<file path="config.mk">
export PLATFORM = sky130hd
export DESIGN_NAME = multicycle_ctrl
export DESIGN_NICKNAME = d
export VERILOG_FILES = /design/src/rtl/riscv_ctrl_pkg.sv /design/src/rtl/multicycle_ctrl_wait.sv /design/src/rtl/multicycle_ctrl.sv
export SDC_FILE = /design/constraint.sdc
export NUM_CORES = 1
export LEC_CHECK = 0
export CORE_MARGIN = 4
export CORE_UTILIZATION = 43
export CTS_CLUSTER_SIZE = 30
export DETAILED_ROUTE_END_ITERATION = 10
export PLACE_DENSITY = 0.87
export SLEW_MARGIN = 15
export SYNTH_ARGS = -nofsm -noshare
export SYNTH_HDL_FRONTEND = slang
export SYNTH_SLANG_ARGS = --single-unit
export TNS_END_PERCENT = 20
</file>
<file path="constraint.sdc">
create_clock -name clk -period 1.6 [get_ports clk]
set_clock_uncertainty 0.05 [all_clocks]
set_input_delay 0.16 -clock clk [delete_from_list [all_inputs] [get_ports clk]]
set_output_delay 0.16 -clock clk [all_outputs]
set_load 0.02 [all_outputs]
</file>
<file path="src/rtl/riscv_ctrl_pkg.sv">
// rtl/riscv_ctrl_pkg.sv - opcodes, controller states and ALU select encodings
// The ALU-control decoder shares the source and aluop encodings defined here.
package riscv_ctrl_pkg;

   localparam logic [6:0] OP_R    = 7'b0110011;
   localparam logic [6:0] OP_ADDI = 7'b0010011;
   localparam logic [6:0] OP_LW   = 7'b0000011;
   localparam logic [6:0] OP_SW   = 7'b0100011;
   localparam logic [6:0] OP_BEQ  = 7'b1100011;

   typedef enum logic [3:0] {
      FETCH, DECODE, EXEC_R, EXEC_I, MEM_ADDR, MEM_RD, MEM_WR,
      WB_ALU, WB_MEM, BRANCH, HALT
   } state_e;

   localparam logic [1:0] SRC_A_PC    = 2'b00;
   localparam logic [1:0] SRC_A_OLDPC = 2'b01;
   localparam logic [1:0] SRC_A_RS1   = 2'b10;

   localparam logic [1:0] SRC_B_RS2   = 2'b00;
   localparam logic [1:0] SRC_B_IMM   = 2'b01;
   localparam logic [1:0] SRC_B_FOUR  = 2'b10;

   localparam logic [1:0] ALUOP_ADD   = 2'b00;
   localparam logic [1:0] ALUOP_SUB   = 2'b01;
   localparam logic [1:0] ALUOP_FUNCT = 2'b10;

endpackage

</file>
<file path="src/rtl/multicycle_ctrl_wait.sv">
// rtl/multicycle_ctrl_wait.sv - memory wait counter with bus-error timeout
// timeout_o fires on the WAIT_LIMIT-th unacknowledged cycle; an acknowledge on that cycle wins.
module multicycle_ctrl_wait #(
   parameter int unsigned WAIT_LIMIT = 0
) (
   input  logic clk,
   input  logic rst_n,
   input  logic req_i,
   input  logic ready_i,
   output logic timeout_o
);

   localparam int unsigned CW = (WAIT_LIMIT > 1) ? $clog2(WAIT_LIMIT) : 1;
   localparam logic [CW-1:0] LAST = CW'(WAIT_LIMIT - 1);

   logic [CW-1:0] cnt_q, cnt_d;
   logic          stall;

   assign stall = req_i && !ready_i;

   always_comb begin
      cnt_d = '0;
      if (stall) cnt_d = cnt_q + CW'(1);
   end

   always_ff @(posedge clk or negedge rst_n) begin
      if (!rst_n) cnt_q <= '0;
      else        cnt_q <= cnt_d;
   end

   assign timeout_o = (WAIT_LIMIT != 0) && stall && (cnt_q == LAST);

endmodule

</file>
<file path="src/rtl/multicycle_ctrl.sv">
// rtl/multicycle_ctrl.sv - multi-cycle RV32 subset main controller
// MULTICYCLE_CTRL_PERF_EN adds the cycle_cnt/instret_cnt performance counters.
module multicycle_ctrl
   import riscv_ctrl_pkg::*;
#(
   parameter int unsigned WAIT_LIMIT = 0
`ifdef MULTICYCLE_CTRL_PERF_EN
   , parameter int unsigned CNT_W = 32
`endif
) (
   input  logic       clk,
   input  logic       rst_n,
   input  logic       run,
   input  logic [6:0] opcode,
   input  logic       zero,
   input  logic       mem_ready,
   output logic       mem_req,
   output logic       mem_we,
   output logic       iord,
   output logic       ir_write,
   output logic       pc_write,
   output logic       pc_src,
   output logic [1:0] alu_src_a,
   output logic [1:0] alu_src_b,
   output logic [1:0] aluop,
   output logic       regwrite,
   output logic       memtoreg,
   output logic       retire,
   output logic       illegal,
   output logic       bus_err
`ifdef MULTICYCLE_CTRL_PERF_EN
   , output logic [CNT_W-1:0] cycle_cnt
   , output logic [CNT_W-1:0] instret_cnt
`endif
);

   state_e state_q, state_d;
   logic   illegal_q, illegal_d;
   logic   bus_err_q, bus_err_d;
   logic   fetch_pend_q, fetch_pend_d;
   logic   req, ack, timeout, mem_state;

   // A fetch already on the bus stays requested even if run drops.
   assign mem_state = (state_q == MEM_RD) || (state_q == MEM_WR);
   assign req       = (state_q == FETCH) ? (run || fetch_pend_q) : mem_state;
   assign ack       = req && mem_ready;

   assign mem_req = req && rst_n;
   assign mem_we  = (state_q == MEM_WR) && rst_n;
   assign iord    = mem_state && rst_n;
   assign illegal = illegal_q;
   assign bus_err = bus_err_q;

   multicycle_ctrl_wait #(.WAIT_LIMIT(WAIT_LIMIT)) u_wait (
      .clk       (clk),
      .rst_n     (rst_n),
      .req_i     (req),
      .ready_i   (mem_ready),
      .timeout_o (timeout)
   );

   always_ff @(posedge clk or negedge rst_n) begin
      if (!rst_n) begin
         state_q      <= FETCH;
         illegal_q    <= 1'b0;
         bus_err_q    <= 1'b0;
         fetch_pend_q <= 1'b0;
      end else begin
         state_q      <= state_d;
         illegal_q    <= illegal_d;
         bus_err_q    <= bus_err_d;
         fetch_pend_q <= fetch_pend_d;
      end
   end

   always_comb begin
      state_d      = state_q;
      illegal_d    = illegal_q;
      bus_err_d    = bus_err_q;
      fetch_pend_d = 1'b0;
      ir_write     = 1'b0;
      pc_write     = 1'b0;
      pc_src       = 1'b0;
      alu_src_a    = SRC_A_PC;
      alu_src_b    = SRC_B_RS2;
      aluop        = ALUOP_ADD;
      regwrite     = 1'b0;
      memtoreg     = 1'b0;
      retire       = 1'b0;
      case (state_q)
         FETCH: begin
            alu_src_b = SRC_B_FOUR;
            if (ack) begin
               ir_write = 1'b1;
               pc_write = 1'b1;
               state_d  = DECODE;
            end else if (timeout) begin
               bus_err_d = 1'b1;
               state_d   = HALT;
            end else begin
               fetch_pend_d = req;
            end
         end
         DECODE: begin
            alu_src_a = SRC_A_OLDPC;
            alu_src_b = SRC_B_IMM;
            case (opcode)
               OP_R:         state_d = EXEC_R;
               OP_ADDI:      state_d = EXEC_I;
               OP_LW, OP_SW: state_d = MEM_ADDR;
               OP_BEQ:       state_d = BRANCH;
               default: begin
                  illegal_d = 1'b1;
                  state_d   = HALT;
               end
            endcase
         end
         EXEC_R: begin
            alu_src_a = SRC_A_RS1;
            aluop     = ALUOP_FUNCT;
            state_d   = WB_ALU;
         end
         EXEC_I: begin
            alu_src_a = SRC_A_RS1;
            alu_src_b = SRC_B_IMM;
            state_d   = WB_ALU;
         end
         MEM_ADDR: begin
            alu_src_a = SRC_A_RS1;
            alu_src_b = SRC_B_IMM;
            state_d   = (opcode == OP_LW) ? MEM_RD : MEM_WR;
         end
         MEM_RD: begin
            if (ack) state_d = WB_MEM;
            else if (timeout) begin
               bus_err_d = 1'b1;
               state_d   = HALT;
            end
         end
         MEM_WR: begin
            if (ack) begin
               retire  = 1'b1;
               state_d = FETCH;
            end else if (timeout) begin
               bus_err_d = 1'b1;
               state_d   = HALT;
            end
         end
         WB_ALU: begin
            regwrite = 1'b1;
            retire   = 1'b1;
            state_d  = FETCH;
         end
         WB_MEM: begin
            regwrite = 1'b1;
            memtoreg = 1'b1;
            retire   = 1'b1;
            state_d  = FETCH;
         end
         BRANCH: begin
            alu_src_a = SRC_A_RS1;
            aluop     = ALUOP_SUB;
            pc_write  = zero;
            pc_src    = 1'b1;
            retire    = 1'b1;
            state_d   = FETCH;
         end
         default: state_d = HALT;
      endcase
      // Outputs go quiet the moment reset asserts, not at the next edge.
      if (!rst_n) begin
         ir_write  = 1'b0;
         pc_write  = 1'b0;
         pc_src    = 1'b0;
         alu_src_a = 2'b00;
         alu_src_b = 2'b00;
         aluop     = 2'b00;
         regwrite  = 1'b0;
         memtoreg  = 1'b0;
         retire    = 1'b0;
      end
   end

`ifdef MULTICYCLE_CTRL_PERF_EN
   logic [CNT_W-1:0] cycle_q, instret_q;

   always_ff @(posedge clk or negedge rst_n) begin
      if (!rst_n) begin
         cycle_q   <= '0;
         instret_q <= '0;
      end else if (state_q != HALT) begin
         cycle_q <= cycle_q + CNT_W'(1);
         if (retire) instret_q <= instret_q + CNT_W'(1);
      end
   end

   assign cycle_cnt   = cycle_q;
   assign instret_cnt = instret_q;
`endif

endmodule
</file>
==> results.md <==
- Status: finished, violations left
- Failing checks: setup timing
- Final setup violation count: 17
- Routed vias: 1129
- First-pass GRT wire length: 4.97 mm
- Setup slack after layout: -159 ps
- Antenna-violating nets left: 0
- Kind of critical path: reg -> out
- Vias in the first global route: 1088
- Min Clock Period, post-route: 1760 ps
- Post-layout util: 87.4%
- WP data required: 1390 ps
- TritonRoute pass-1 iters: 4
- Synth Cell Area: 744 sq um
- Setup crit end kind: output port
- Leak: 0.609 nW
- Vias per inst: 6.45
- Post-synthesis sequential area ratio: 20.2%
- Starting Density: 47.2%
- CTS tree: built
- Post-synth top area share: 20.2%
- Synth top area cells: dfrtp_1 (20%), nor2_1 (7.6%), nand2_1 (6.1%)
- Fin crit share: 110%
- Type of the tightest min-delay check: in -> async
- CTS buffer count: 3
- Synthesized Nets: 113
- CP Buf/Inv Count: 1
- Delay-heaviest family, CP: flip-flops
- Async S/R FF share, synth: 100%
- MaxCap Viol Count: 0
- Cells after Synth: 101
- Max frequency: 568 MHz
- Power Density: 1750 mW/mm^2
- Main flop type after synthesis: dfrtp_1
- Share of cells above drive strength 1: 53.5%
- Die area: 0.00246 sq mm
- Synth cell types: 43
- Grt total ovfl: 0
- Crit path cell chain: nor2b_4 -> nand2_2 -> nor2_1 -> o21a_1 -> buf_2
- Std cell rows: 14
- Peak VDD IR: 1230 uV
- RSZ-0062 raised after global routing: true
- Most frequent cell after synthesis: nor2_1
- Slowest library cell on the worst path: dfrtp_2
- Total power: 0.00242 W
- Clock sink count: 6
- H-tree depth: 1
- Initial DRC count: 69
- Clk buf depth: 2
- CP Max Fanout: 6
- Number of port buffers: 27
- Remaining DRCs: 0
- Reg clk slew, reported paths: 50 ps
- Synth Warn #: 0
- Post-DR wirelength/cell: 20.8 microns
- Detailed placement HPWL: 2.12 mm
- Largest area contributor in the netlist: dfrtp_1
- Sum Neg Setup Slack: -1460 ps
- Worst stage delay on the critical path: 500 ps
- EDFF count, synth: 0
- Die H: 49.6 microns
- Io pins: 29
- Initial antenna violation count: 0
- Core area: 0.00158 sq mm
- Crit path DAT: 1550 ps
- Max-slew violations: 0
- Startpoint types: flip-flop
- Root Buffer: clkbuf_4
- Area Growth Syn to Fin: 85.0%
- GPL Wtd Cong: 0.960
- Mapped Avg Cell Area: 7.37 sq um
- DIE WIDTH: 49.6 microns
- Largest net degree at the start of global routing: 12
- Synth cell count leaders: nor2_1 (15), nand2_1 (12), a21oi_1 (8)
- Layout fillers: 80
- Final hold vios: 0
- Worst-Skew Late Latency: 260 ps
- Number of synthesized register bits: 6
- N_diodes: 0
- Drt total wl: 3.65 mm
- Total global routing track utilization: 26.6%
- Final net count: 173
final cells by class:
type                       count  area (sq um)  area share, %
clock buffer                   3          22.5           1.63
inverter                       3          11.3          0.817
multi-input combinational     83           632           45.9
sequential                     6           155           11.3
tap                           16          20.0           1.45
timing repair buffer          64           537           39.0
stage by stage:
stage | cells | setup slack, ps | area [sq um] | hold slack, ps
floorplan | 101 | 12.6 | 747 | -186
global placement | 165 | -467 | 1200 | 412
detailed placement | 165 | -506 | 1200 | 417
CTS | 171 | -101 | 1250 | 280
global route | 175 | -215 | 1380 | 316
finish | 175 | -159 | 1380 | 334
path summary, 6_finish.rpt:
| kind | start | to | slack, ps | cells after the start |
|---|---|---|---|---|
| min reg2reg | illegal | illegal | 430 | 2 |
| max | state_q[2] | retire | -160 | 5 |
| min in group clk | illegal | illegal | 430 | 2 |
| max reg2reg | state_q[1] | state_q[2] | -160 | 6 |
| min | rst_n | state_q[3] | 330 | 2 |
| max in group asynchronous | rst_n | state_q[0] | 1040 | 2 |
per-layer routing:
metal  up-vias  track usage (%)  wire, microns
met3        35             8.43            333
met5         -                0              0
met2        93             45.8           1740
li1        474                -              -
met4         0             21.2            279
met1       527             26.0           1290
where the power goes:
group | leakage (nW) | switching, W | internal, W | total (W)
registers | 0.0666 | 0.000156 | 0.000214 | 0.000369
clock network | 0.0138 | 0.0000664 | 0.0000856 | 0.000152
logic | 0.529 | 0.000963 | 0.000933 | 0.00190
total | 0.609 | 0.00119 | 0.00123 | 0.00242
sequential cells by signal (all words and copies together) (netlist names):
register	count
state_q	4
fetch_pend_q	1
illegal	1
what timing repair did:
item,in CTS,in global routing
setup buffers,3,4
resized for setup,85,27
pin swaps,3,6
endpoints found under the setup margin,17,19
hold buffers,0,0
cell usage in the layout, fill, tap and decap left out, types with 2 or more instances in the layout:
| cell | netlist | final |
|---|---|---|
| or3_1 | 2 | 2 |
| o21a_1 | 2 | 2 |
| buf_6 | 2 | 9 |
| nand2b_4 | 1 | 2 |
| clkdlybuf4s50_1 | 0 | 12 |
| nor2_1 | 15 | 13 |
| dfrtp_2 | 0 | 4 |
| a21o_1 | 2 | 2 |
| a21oi_2 | 0 | 3 |
| dfrtp_1 | 6 | 2 |
| nor2b_4 | 0 | 2 |
| o21ai_1 | 1 | 2 |
| nand2b_1 | 5 | 3 |
| o21ai_0 | 3 | 2 |
| or2_2 | 2 | 2 |
| nor2_4 | 0 | 2 |
| buf_4 | 3 | 40 |
| nand2_1 | 12 | 9 |
| and2_1 | 2 | 2 |
| a21oi_1 | 8 | 4 |
| nand3_1 | 2 | 2 |
| buf_2 | 2 | 3 |
| nand2_2 | 0 | 3 |
| clkbuf_4 | 0 | 3 |
| inv_1 | 3 | 3 |
cells by family after synthesis:
group,after synthesis,synth area share (%)
simple gates,53,39.8
flops,6,20.2
compound gates,28,28.2
buf+inv,12,9.92
other cells,1,0.504
mux,1,1.34
Note: power is estimated with default switching activity, not from simulation.
